<file path="config.mk">
export PLATFORM = sky130hd
export DESIGN_NAME = bin_to_bcd
export DESIGN_NICKNAME = d
export VERILOG_FILES = /design/src/rtl/bin_to_bcd_pkg.sv /design/src/rtl/bcd_add3.sv /design/src/rtl/bin_to_bcd.sv
export SDC_FILE = /design/constraint.sdc
export NUM_CORES = 1
export LEC_CHECK = 0
export CAP_MARGIN = 15
export CORE_MARGIN = 4
export CORE_UTILIZATION = 30
export CTS_CLUSTER_DIAMETER = 80
export CTS_CLUSTER_SIZE = 8
export DETAILED_ROUTE_END_ITERATION = 16
export SLEW_MARGIN = 0
export SYNTH_ARGS = -nofsm -noshare
export SYNTH_HDL_FRONTEND = slang
export SYNTH_HIERARCHICAL = 1
export SYNTH_SLANG_ARGS = --single-unit
</file>
<file path="constraint.sdc">
create_clock -name clk -period 2.9 [get_ports clk]
set_input_delay 0.29 -clock clk [delete_from_list [all_inputs] [get_ports clk]]
set_output_delay 0.29 -clock clk [all_outputs]
set_load 0.05 [all_outputs]
</file>
<file path="src/rtl/bin_to_bcd_pkg.sv">
// rtl/bin_to_bcd_pkg.sv - shared types and constants for the binary-to-BCD converter
package bin_to_bcd_pkg;

    typedef enum logic [1:0] {
        ST_IDLE    = 2'd0,
        ST_CONVERT = 2'd1,
        ST_DONE    = 2'd2
    } state_e;

    localparam int NUM_DIGITS = 8;
    localparam int ACC_W      = NUM_DIGITS * 4;

endpackage

</file>
<file path="src/rtl/bcd_add3.sv">
// rtl/bcd_add3.sv - double-dabble digit corrector: adds 3 to a nibble of 5 or more
module bcd_add3 (
    input  logic [3:0] din,
    output logic [3:0] dout
);

    assign dout = (din >= 4'd5) ? din + 4'd3 : din;

endmodule

</file>
<file path="src/rtl/bin_to_bcd.sv">
// rtl/bin_to_bcd.sv - sequential double-dabble converter, one input bit per clock
module bin_to_bcd
    import bin_to_bcd_pkg::*;
#(
    parameter int BIN_W = 16
) (
    input  logic             clk,
    input  logic             reset,
    input  logic             start,
    input  logic [BIN_W-1:0] bin,
    output logic             ready,
    output logic             done,
    output logic [15:0]      bcd_l,
    output logic [15:0]      bcd_h
);

    localparam int CNT_W = $clog2(BIN_W + 1);

    state_e             state_q, state_d;
    logic [BIN_W-1:0]   shift_q, shift_d;
    logic [ACC_W-1:0]   acc_q, acc_d;
    logic [ACC_W-1:0]   acc_fix;
    logic [CNT_W-1:0]   cnt_q, cnt_d;
    logic [15:0]        bcd_l_q, bcd_l_d;
    logic [15:0]        bcd_h_q, bcd_h_d;
    logic               done_q, done_d;
    logic               ready_q, ready_d;

    for (genvar g = 0; g < NUM_DIGITS; g++) begin : g_add3
        bcd_add3 u_add3 (
            .din  (acc_q[4*g +: 4]),
            .dout (acc_fix[4*g +: 4])
        );
    end

    always_comb begin
        state_d = state_q;
        shift_d = shift_q;
        acc_d   = acc_q;
        cnt_d   = cnt_q;
        bcd_l_d = bcd_l_q;
        bcd_h_d = bcd_h_q;
        done_d  = 1'b0;
        ready_d = ready_q;
        case (state_q)
            ST_IDLE: begin
                if (start) begin
                    shift_d = bin;
                    acc_d   = '0;
                    cnt_d   = CNT_W'(BIN_W);
                    state_d = ST_CONVERT;
                    ready_d = 1'b0;
                end
            end
            ST_CONVERT: begin
                // Correct first, then shift the next binary MSB into digit 0.
                acc_d   = (acc_fix << 1) | ACC_W'(shift_q[BIN_W-1]);
                shift_d = shift_q << 1;
                cnt_d   = cnt_q - CNT_W'(1);
                if (cnt_q == CNT_W'(1)) begin
                    state_d = ST_DONE;
                end
            end
            ST_DONE: begin
                bcd_l_d = acc_q[15:0];
                bcd_h_d = acc_q[31:16];
                done_d  = 1'b1;
                ready_d = 1'b1;
                state_d = ST_IDLE;
            end
            default: begin
                state_d = ST_IDLE;
                ready_d = 1'b1;
            end
        endcase
    end

    always_ff @(posedge clk or posedge reset) begin
        if (reset) begin
            state_q <= ST_IDLE;
            shift_q <= '0;
            acc_q   <= '0;
            cnt_q   <= '0;
            bcd_l_q <= '0;
            bcd_h_q <= '0;
            done_q  <= 1'b0;
            ready_q <= 1'b1;
        end else begin
            state_q <= state_d;
            shift_q <= shift_d;
            acc_q   <= acc_d;
            cnt_q   <= cnt_d;
            bcd_l_q <= bcd_l_d;
            bcd_h_q <= bcd_h_d;
            done_q  <= done_d;
            ready_q <= ready_d;
        end
    end

    assign ready = ready_q;
    assign done  = done_q;
    assign bcd_l = bcd_l_q;
    assign bcd_h = bcd_h_q;

endmodule

</file>
Word-level counts from Yosys, hierarchy flattened
Index checks and enable logic that the tools add are counted.
Storage, ports and cells
  register bits after elaboration: 89
  bits of input ports: 19
  output and inout bits: 34
  logic and storage cells: 57
Cells by class
  add/sub/neg operators: 9
  order comparisons: 8
  equality and inequality tests: 5
  muxes and demuxes: 20
  bitwise logic cells: 2
  reductions and logical operators: 5
Operators by type and width (count)
  $pmux 32 s2: 1
  $ge 4x3->1 const B: 8
  $mux 32: 1
  $or 32x1->32: 1
  $pmux 16 s2: 1
  $add 4x2->4 const B: 7
  $mux 4: 7
  $mux 16: 1
  $pmux 5 s2: 1
  $reduce_and 2->1: 3
  $eq 5x1->1 const B: 1
  $mux 5: 1
  $sub 5x1->5 const B: 1
  $mux 2: 2
  $ne 2x2->1 const B: 2
  $pmux 2 s2: 1
  $add 3x2->3 const B: 1
  $mux 3: 1
  $eq 2x1->1 const B: 1
  $eq 2x2->1 const B: 1
  $logic_not 2->1: 1
  $mux 1: 2
  $pmux 1 s2: 1
  $reduce_bool 2->1: 1
  $not 1->1: 1

Depth between registers and ports, before layout
  depth after elaboration: 4
  mapped depth: 6
  gate-level depth less buffers: 6

Modules after synthesis
The synthesis kept the hierarchy.
Modules (own cells, without submodules)
  bin_to_bcd: instances 1, cells each 262, area an instance 3575.9 um2, sequential area each 2228.4 um2
  bcd_add3: instances 8, cells each 16, area an instance 101.3 um2, sequential area each 0.0 um2

Worst setup path after synthesis
Ideal clock, no wire load.
  path kind: reg-to-reg
  start: register acc_q[28]
  end: register acc_q[30]
  library setup time: 0.121 ns
  arrival time: 1.210 ns
  data required time: 2.779 ns
  setup slack: 1.569 ns
  cell stages (with the launch flop): 6
  path buffers: 0
  period minus slack after synthesis: 1.331 ns
  cells stage by stage: dfrtp_1 > ha_1 > nand2b_1 > a21oi_2 > mux2i_1 > a22o_1
Between the ends
  longest elaborated chain between the ends: 4
  elaborated cells on any way between the ends: 5
  classes of those cells: add/sub: 1; order compare: 1; mux: 2; bitwise: 1
Ends and longest elaborated chain
  start, declared: RTL line bin_to_bcd.sv:21  | logic [ACC_W-1:0] acc_q, acc_d;
  start signal, assigned: RTL line bin_to_bcd.sv:82  | acc_q <= '0;
  start signal, assigned: RTL line bin_to_bcd.sv:91  | acc_q <= acc_d;
  $ge 4x3->1 / $add 3x2->3 (equally long branches): RTL line bcd_add3.sv:7  | assign dout = (din >= 4'd5) ? din + 4'd3 : din;
  $mux 3 (*): RTL line bcd_add3.sv:7
  net acc_fix[29]: RTL line bin_to_bcd.sv:22  | logic [ACC_W-1:0] acc_fix;
  $or 32x1->32 (*): RTL line bin_to_bcd.sv:57  | acc_d = (acc_fix << 1) | ACC_W'(shift_q[BIN_W-1]);
  $pmux 32 s2 (*): RTL line bin_to_bcd.sv:45  | case (state_q)
Mark *: on every way through the listed nets, which the timed path passes. The rest lies on a longest branch.
A chain may end at the register's enable or synchronous reset.

Worst setup path in the final report
  start: register state_q[0]
  end: register bcd_l_q[1], in the netlist bcd_l[1]
Between the ends
  longest elaborated chain between the ends: 1
Ends and longest elaborated chain
  start, declared: RTL line bin_to_bcd.sv:19  | state_e state_q, state_d;
  start signal, assigned: RTL line bin_to_bcd.sv:89  | state_q <= state_d;
  $eq 2x2->1: RTL line bin_to_bcd.sv:45
  end signal, assigned: RTL line bin_to_bcd.sv:93  | bcd_l_q <= bcd_l_d;
  end, declared: RTL line bin_to_bcd.sv:24  | logic [15:0] bcd_l_q, bcd_l_d;
Every way passes these cells.

==> impl_metrics.toml <==
[clock_network]
cts_tree = "built"
htreeDepth = 3
worstSkewPairLatency_ns = 0.34
clock_sinks = 89
cts_max_path_buffers = 2
clkSlewWorstSetupHoldPaths_ns = 0.06
cts-root-buf = "clkbuf_16"
cts_buffers = 9
postCtsSetupBuffers = 0
postCtsHoldBufs = 0
ctsResizeCount = 0

[final_layout]
antenna_cells = 0
drive_above_1_share = 0.133
final_core_util = 0.384
layout.cells.non_filler = 623
area_delta_synth_final_pct = 23.4
finish.instance_area_mm2 = 0.00539
nets = 475

[grt]
grt_max_degree = 40
grt_pass1_vias = 3120
antenna_found_initial = 0
grt_pass1_wl_um = 15300
track_usage = 0.116
grt_overflow = 0

[critical_path]
arrival_ns = 2.21
rr_startpoint = "state_q[0]"
required_ns = 3.13
r2r_setup_slack_ns = 0.91
crit_fanout = 22
startpoint = "state_q[0]"
critPathLaunchType = "register"
end_kind = "register"
r2r_cells = 3
criticalPathCategory = "reg -> reg"
r2r-end = "bcd_l[1]"
critPathCapture = "bcd_l[1]"

[placed_design]
io_buffers = 52
post-place-ws_ns = 0.817
placed_cell_area_mm2 = 0.00508
dp.cells = 607
hpwl_um = 6040
place_congestion = 0.715

[power]
cellLeakagePower_nw = 2.50
peakVddDrop_v = 0.000339
total_power_mw = 6.24
power_density_mw_per_mm2 = 1160

[timing]
finalMaxSlewViolations = 0
fin_ws_ns = 0.912
max_freq_mhz = 503
tns_ns = 0
min_period_ns = 1.99
holdWs_ns = 0.338
tightestPinTransition_ns = 0.826
grt_setup_unrepaired = "no"
final-hold-violation-count = 0
clock_skew_ns = 0.00566
finalSetupViolations = 0
slew_headroom = 0.449
fin_crit_sh = 0.685

[synthesis]
synthesis.area_mm2 = 0.00437
yosys_warnings = 6
synthesis.nets = 423
syn_avg_cell_area_um2 = 11.3
synth_cells = 386

[hold_path]
hold_path.class = "in -> async"

[floorplanning]
die_area_mm2 = 0.0165
rows = 43
die_y_um = 129
coreArea_mm2 = 0.0140
io_pins = 53
die_x_um = 129
start_util = 0.311

[drt]
vias = 2995
wirelength_um = 9190
firstDrtPassIters = 4
drc = 0
routedWlPerCell_um = 14.8
first_iter_violations = 218
ant_nets = 0
routed_via_density = 4.81

[run_status]
outcome = "completed"

[flow_run]
drv_cap = 0
## critical path: stages (launching register included)
cell	delay [ns]
dfrtp_1	0.68
nor2b_4	0.60
buf_12	0.24
mux2_2	0.34
## sequential cells by signal, summed over array words and instances (netlist names)
signal and flops:
acc_q 32, bcd_h 16, bcd_l 16, cnt_q 5, done 1, ready 1, shift_q 16, state_q 2
## area by class of cell
class	count	area [um2]
clock buffers	12	256
clock inverters	4	51.3
fillers	1332	8650
inverters	20	76.3
multi-input cells	259	1950
flip-flops and latches	89	2230
well taps	180	225
repair buffers	59	598
## cells in the final DEF, fill, tap and decap left out, types with 2 or more instances in the layout
master            n
a22oi_1          15
buf_12            2
dfrtp_1          88
clkinv_2          2
inv_1            19
nand3b_1          2
nor2b_1          13
nand2_1          33
buf_4             5
mux2_2           22
a22o_1           33
o21ai_0          20
clkbuf_8          2
nor2_1           13
mux2_1           11
nand2b_1         16
nor2b_4           2
and2b_1           3
ha_1             18
a21oi_1          15
o21ai_1          12
xnor2_1           8
clkbuf_16         9
clkdlybuf4s50_1  52
mux2i_1           8
a21oi_2           8
## report_power, final
part           leakage, nW  switching (mW)  internal (mW)
sequential            1.16           0.501           1.73
clock                0.149           0.485          0.715
combinational         1.19            1.54           1.28
## worst min-delay path by stage
stage	from	end	slack, ns	cells past startpoint
final	reset	bcd_l[11]	0.34	2
after global routing	reset	bcd_l[11]	0.40	2
after CTS	reset	bcd_l[11]	0.36	2
after detailed placement	bcd_h[11]	bcd_h[11]	0.48	1
after global placement	bcd_h[12]	bcd_h[12]	0.47	1
after floorplan	bin[0]	shift_q[0]	0.42	1
## metal layers
layer / up-vias / routed length (um) / global-route usage
met2: 51 / 4530 / 0.188
met4: 0 / 169 / 0.0568
li1: 1456 / - / -
met3: 12 / 349 / 0.0295
met1: 1476 / 4140 / 0.144
met5: - / 0 / 0
Power figures use the tool's default switching activity.
